### src/rtl/riscv_pkg.sv
`default_nettype none
// ============================================================================
// Module      : riscv_pkg
// Description : Shared definitions for the RISC-V load/store path. Holds the
//               decoder access-size encodings (funct3 style), the LSU state
//               type and a helper that flags legal access sizes.
// Revision    : 1.0 - initial release
// ============================================================================
package riscv_pkg;

  localparam logic [2:0] LDST_B  = 3'b000;
  localparam logic [2:0] LDST_H  = 3'b001;
  localparam logic [2:0] LDST_W  = 3'b010;
  localparam logic [2:0] LDST_BU = 3'b100;
  localparam logic [2:0] LDST_HU = 3'b101;

  typedef enum logic [1:0] {
    LSU_IDLE        = 2'd0,
    LSU_WAIT_GNT    = 2'd1,
    LSU_WAIT_RVALID = 2'd2
  } lsu_state_e;

  // 3'b011, 3'b110 and 3'b111 are not load/store sizes.
  function automatic logic size_valid(input logic [2:0] size);
    case (size)
      LDST_B, LDST_H, LDST_W, LDST_BU, LDST_HU: size_valid = 1'b1;
      default:                                  size_valid = 1'b0;
    endcase
  endfunction

endpackage
`default_nettype wire

### src/rtl/lsu_load_ext.sv
`default_nettype none
// ============================================================================
// Module      : lsu_load_ext
// Description : Combinational load-data lane select and sign/zero extension.
// Ports       : size   - captured access size (LDST_* encoding)
//               offset - captured byte offset addr[1:0]
//               rdata  - raw word returned by data memory
//               data   - extended value for register write-back
// Revision    : 1.0 - initial release
// ============================================================================
module lsu_load_ext
  import riscv_pkg::*;
(
  input  logic [2:0]  size,
  input  logic [1:0]  offset,
  input  logic [31:0] rdata,
  output logic [31:0] data
);

  logic [7:0]  byte_sel;
  logic [15:0] half_sel;

  always_comb begin
    byte_sel = rdata[7:0];
    case (offset)
      2'd1:    byte_sel = rdata[15:8];
      2'd2:    byte_sel = rdata[23:16];
      2'd3:    byte_sel = rdata[31:24];
      default: byte_sel = rdata[7:0];
    endcase
    half_sel = offset[1] ? rdata[31:16] : rdata[15:0];

    case (size)
      LDST_B:  data = {{24{byte_sel[7]}}, byte_sel};
      LDST_BU: data = {24'd0, byte_sel};
      LDST_H:  data = {{16{half_sel[15]}}, half_sel};
      LDST_HU: data = {16'd0, half_sel};
      LDST_W:  data = rdata;
      default: data = 32'd0;
    endcase
  end

endmodule
`default_nettype wire

### src/rtl/lsu_riscv.sv
`default_nettype none
// ============================================================================
// Module      : lsu_riscv
// Description : Load/store unit for the single-cycle RISC-V core. Runs the
//               req/gnt/rvalid handshake with data memory, stalls the core
//               until the access completes, lane-aligns store data and
//               extracts/extends load data.
// Ports       : clk_i, rst_n_i (async active-low)
//               lsu_req_i/lsu_we_i/lsu_size_i/lsu_addr_i/lsu_data_i - core side
//               lsu_data_o, lsu_stall_req_o, lsu_misaligned_o   - core side
//               data_req_o/we/be/addr/wdata, data_gnt_i,
//               data_rvalid_i, data_rdata_i                     - memory side
// Config      : LSU_MISALIGN_CHECK_EN - when defined, misaligned H/HU/W accesses
//               are flagged on lsu_misaligned_o and suppressed.
// Revision    : 1.0 - initial release
// ============================================================================
module lsu_riscv
  import riscv_pkg::*;
(
  input  logic        clk_i,
  input  logic        rst_n_i,
  input  logic        lsu_req_i,
  input  logic        lsu_we_i,
  input  logic [2:0]  lsu_size_i,
  input  logic [31:0] lsu_addr_i,
  input  logic [31:0] lsu_data_i,
  output logic [31:0] lsu_data_o,
  output logic        lsu_stall_req_o,
`ifdef LSU_MISALIGN_CHECK_EN
  output logic        lsu_misaligned_o,
`endif
  output logic        data_req_o,
  output logic        data_we_o,
  output logic [3:0]  data_be_o,
  output logic [31:0] data_addr_o,
  output logic [31:0] data_wdata_o,
  input  logic        data_gnt_i,
  input  logic        data_rvalid_i,
  input  logic [31:0] data_rdata_i
);

  lsu_state_e  state;
  logic [2:0]  ld_size;
  logic [1:0]  ld_off;

  logic        misaligned;
  logic        access_ok;
  logic        issuing;
  logic        store_done;
  logic        load_done;
  logic [3:0]  be;
  logic [31:0] wdata;
  logic [31:0] ext_data;

`ifdef LSU_MISALIGN_CHECK_EN
  assign misaligned = lsu_req_i && size_valid(lsu_size_i) &&
                      ((((lsu_size_i == LDST_H) || (lsu_size_i == LDST_HU)) && lsu_addr_i[0]) ||
                       ((lsu_size_i == LDST_W) && (lsu_addr_i[1:0] != 2'b00)));
  assign lsu_misaligned_o = rst_n_i && misaligned && (state != LSU_WAIT_RVALID);
`else
  assign misaligned = 1'b0;
`endif

  assign access_ok  = lsu_req_i && size_valid(lsu_size_i) && !misaligned;
  // Request is driven combinationally in IDLE and held in WAIT_GNT; the
  // reset term keeps every output low while rst_n_i is asserted.
  assign issuing    = rst_n_i && access_ok && (state != LSU_WAIT_RVALID);
  assign store_done = issuing && data_gnt_i && lsu_we_i;
  assign load_done  = rst_n_i && (state == LSU_WAIT_RVALID) && data_rvalid_i;

  always_comb begin
    be    = 4'b1111;
    wdata = lsu_data_i;
    case (lsu_size_i)
      LDST_B, LDST_BU: begin
        be    = 4'b0001 << lsu_addr_i[1:0];
        wdata = {4{lsu_data_i[7:0]}};
      end
      LDST_H, LDST_HU: begin
        be    = 4'b0011 << {lsu_addr_i[1], 1'b0};
        wdata = {2{lsu_data_i[15:0]}};
      end
      default: begin
        be    = 4'b1111;
        wdata = lsu_data_i;
      end
    endcase
  end

  assign data_req_o      = issuing;
  assign data_we_o       = issuing && lsu_we_i;
  assign data_be_o       = issuing ? be : 4'd0;
  assign data_addr_o     = issuing ? {lsu_addr_i[31:2], 2'b00} : 32'd0;
  assign data_wdata_o    = (issuing && lsu_we_i) ? wdata : 32'd0;

  assign lsu_stall_req_o = rst_n_i && lsu_req_i &&
                           ((issuing && !store_done) ||
                            ((state == LSU_WAIT_RVALID) && !data_rvalid_i));

  lsu_load_ext u_load_ext (
    .size   (ld_size),
    .offset (ld_off),
    .rdata  (data_rdata_i),
    .data   (ext_data)
  );

  assign lsu_data_o = load_done ? ext_data : 32'd0;

  always_ff @(posedge clk_i or negedge rst_n_i) begin
    if (!rst_n_i) begin
      state   <= LSU_IDLE;
      ld_size <= LDST_W;
      ld_off  <= 2'd0;
    end else begin
      case (state)
        LSU_IDLE, LSU_WAIT_GNT: begin
          if (access_ok) begin
            if (data_gnt_i) begin
              if (lsu_we_i) begin
                state <= LSU_IDLE;
              end else begin
                state   <= LSU_WAIT_RVALID;
                ld_size <= lsu_size_i;
                ld_off  <= lsu_addr_i[1:0];
              end
            end else begin
              state <= LSU_WAIT_GNT;
            end
          end else begin
            // No request (or withdrawn while waiting for grant).
            state <= LSU_IDLE;
          end
        end
        LSU_WAIT_RVALID: begin
          if (data_rvalid_i) state <= LSU_IDLE;
        end
        default: state <= LSU_IDLE;
      endcase
    end
  end

endmodule
`default_nettype wire
### config.mk
export PLATFORM = sky130hd
export DESIGN_NAME = lsu_riscv
export DESIGN_NICKNAME = d
export VERILOG_FILES = /design/src/rtl/riscv_pkg.sv /design/src/rtl/lsu_load_ext.sv /design/src/rtl/lsu_riscv.sv
export SDC_FILE = /design/constraint.sdc
export NUM_CORES = 1
export LEC_CHECK = 0
export CORE_MARGIN = 3
export CORE_UTILIZATION = 33
export DETAILED_ROUTE_END_ITERATION = 12
export PLACE_DENSITY = 0.89
export SLEW_MARGIN = 10
export SYNTH_ARGS = -nofsm -noshare
export SYNTH_HDL_FRONTEND = slang
export SYNTH_SLANG_ARGS = --single-unit
### constraint.sdc
create_clock -name clk_i -period 4.5 [get_ports clk_i]
set_input_delay 0.675 -clock clk_i [delete_from_list [all_inputs] [get_ports clk_i]]
set_output_delay 0.675 -clock clk_i [all_outputs]
set_load 0.02 [all_outputs]
==> run metrics <==
Area Growth Syn to Fin 98.9%; drt drc 0; clock skew 0.201 ps; nets@finish 579; dpl ws 658 ps; Max Cap Violations 0; RSZ-0062 raised after global routing no; Worst EP required 3830 ps; DIE WIDTH 85.1 um; hold path cells 1; Seq/Total Area, Yosys 8.54%; initial antenna violation count 0; antenna fix cells 0; Worst Tran Pin Value 965 ps; WS Path Type in -> out; Synth Warn # 0; Total Wirelength 9270 um; DR vias/cell 5.31; Syn Inst Count 286; RR Startpoint ld_off[1]$_DFFE_PN0P_; Pleak 0.00150 uW; port buffer count 205; ANT nets after route 0; synthesized area per cell 7.22 um2; Final Max Tran Viols 0; Max-slew headroom 35.7%; Top FF cell, synth dfrtp_1; Initial DRC Count 160; Max IR drop VDD 0.153 mV; period utilisation layout 85.3%; maximum fanout along the worst path 16; Yosys top cell by area and2_1; FFs w/ async S/R, synth 100%; Worst Path Arrival 3170 ps; hold path start state[1]$_DFFE_PN0N_; Worst R2R Path Depth 1; final setup fails 0; Setup WS post-layout 659 ps; Synth Cell Area 0.00207 mm2; core area 0.00599 mm2; Netlist cell types 41; top-area cell type share of the netlist area 13.9%; first-pass GRT wire length 14100 um; Die Ht 85.1 um; CTS tree yes; commonest cells after routing, fill and taps aside 205 x clkdlybuf4s50_1, 46 x and2_1, 37 x nand2_1, 25 x o21ai_0, 23 x mux2i_1; Fin. Hold Viols 0; Post-synth EDFFs 0; r2r setup slk 3170 ps; Routability Congestion 0.836; top cells by area, synth and2_1 14%, mux2i_1 11%, dfrtp_1 7.3%; Ports 208; outcome completed; first-pass iteration count of the detailed router 4; fraction of layout cells with a size suffix above 1 7.40%; post-synthesis register bit count 7; Max H-tree Level 1; clock tree buffer depth 2; CTS Hold Bufs 0; die area 0.00725 mm2; largest net degree at the start of global routing 39; PD cells 162 mW/mm2; R2R Path End ld_off[1]$_DFFE_PN0P_; num rows 28; routed wire length per instance 16.9 um; All-Layer GR Usage 23.5%; Worst Hold Class reg -> reg; Via Count 2909; Clock Pin Slew Worst Setup and Hold Paths 40 ps; Worst Hold End state[0]$_DFFE_PN0N_; fmax 260 MHz; commonest non-fill, non-tap cell in the layout clkdlybuf4s50_1; Fin Setup TNS 0 ps; post-cts resize count 0; Worst Setup End Kind output pin; Clock Latency Late Sink 220 ps; CP startpoint kind input port; dpl hpwl 7520 um; post-CTS setup buffer count 0; number of global-route vias before repair 2813; clock root buffer clkbuf_8; clk sink count 7; starting density of the core 34.5%; Overflow after GRT 0; clock buffer count from CTS 3; crit path time final 3840 ps
## layer usage
layer	global-route usage, %	share of wire (%)	wire length (um)
met1	28.2	40	3700
met2	43.4	51	4720
met3	5.05	8.2	758
met4	3.74	1.0	97
met5	0	0	0
## metrics by stage
step / util, % / instance area [um2] / hold slack, ps / cells / total power, uW
2_1_floorplan: - / 2070 / 379 / 287 / 415
3_3_place_gp: 67.8 / 4060 / 516 / 544 / 560
3_5_place_dp: 67.8 / 4060 / 525 / 544 / 573
4_1_cts: 68.6 / 4110 / 534 / 548 / 665
5_1_grt: 68.6 / 4110 / 568 / 548 / 710
6_report: 68.6 / 4110 / 544 / 548 / 665
## area by class of cell
type,count,area (um2)
repair buffers,209,2080
well taps,75,93.8
fillers,485,1880
inverters,3,11.3
clock buffers,4,45.0
multi-input cells,250,1700
flip-flops and latches,7,176
## cells by family (layout without fill, tap and decap cells)
group                  after synthesis  in the layout  synth area share [%]
flip-flops                           7              7                  8.54
buffers and inverters               30            216                  9.33
AO/OA/AOI/OAI                       90             90                  30.3
multiplexers                        39             39                  19.9
AND/OR/NAND/NOR                    119            119                  31.7
other                                1              2                 0.182
## cells in the mapped netlist, types with 2 or more instances
cell	count
mux2_1	5
dfrtp_1	6
nor3b_1	2
o21a_1	2
clkbuf_1	6
buf_2	10
mux2_2	11
nand4b_1	2
a221oi_2	7
buf_6	7
nor2b_1	4
o21ai_0	25
a22oi_1	8
nand2_1	37
and2_1	46
inv_2	2
nand2b_1	4
nor2_1	13
buf_4	4
mux2i_1	23
o221ai_1	7
a21oi_1	19
a31oi_1	18
## power breakdown
group          internal, uW  switching [uW]  total [uW]
clock network          61.2            25.7        86.9
registers              77.2            55.6         133
logic                   230             216         446
## flip-flops by register name, summed over array words and instances, names as in the netlist
name and flops:
state 2, ld_size 3, ld_off 2
## worst max-delay path, stage by stage
cell	delay [ps]
clkdlybuf4s50_1	730
and4b_1	420
nand2_1	370
a31oi_1	310
clkdlybuf4s50_1	650
## worst max-delay path by stage
stage	start	endpoint	slack, ps	cells after the start
2_1_floorplan	lsu_size_i[2]	data_wdata_o[14]	2150	4
3_3_place_gp	rst_n_i	lsu_data_o[17]	790	5
3_5_place_dp	rst_n_i	lsu_data_o[16]	660	5
4_1_cts	rst_n_i	lsu_data_o[16]	660	5
5_1_grt	rst_n_i	lsu_data_o[26]	520	5
6_report	rst_n_i	lsu_data_o[16]	660	5
No activity file was read; power rests on OpenSTA's default activity.
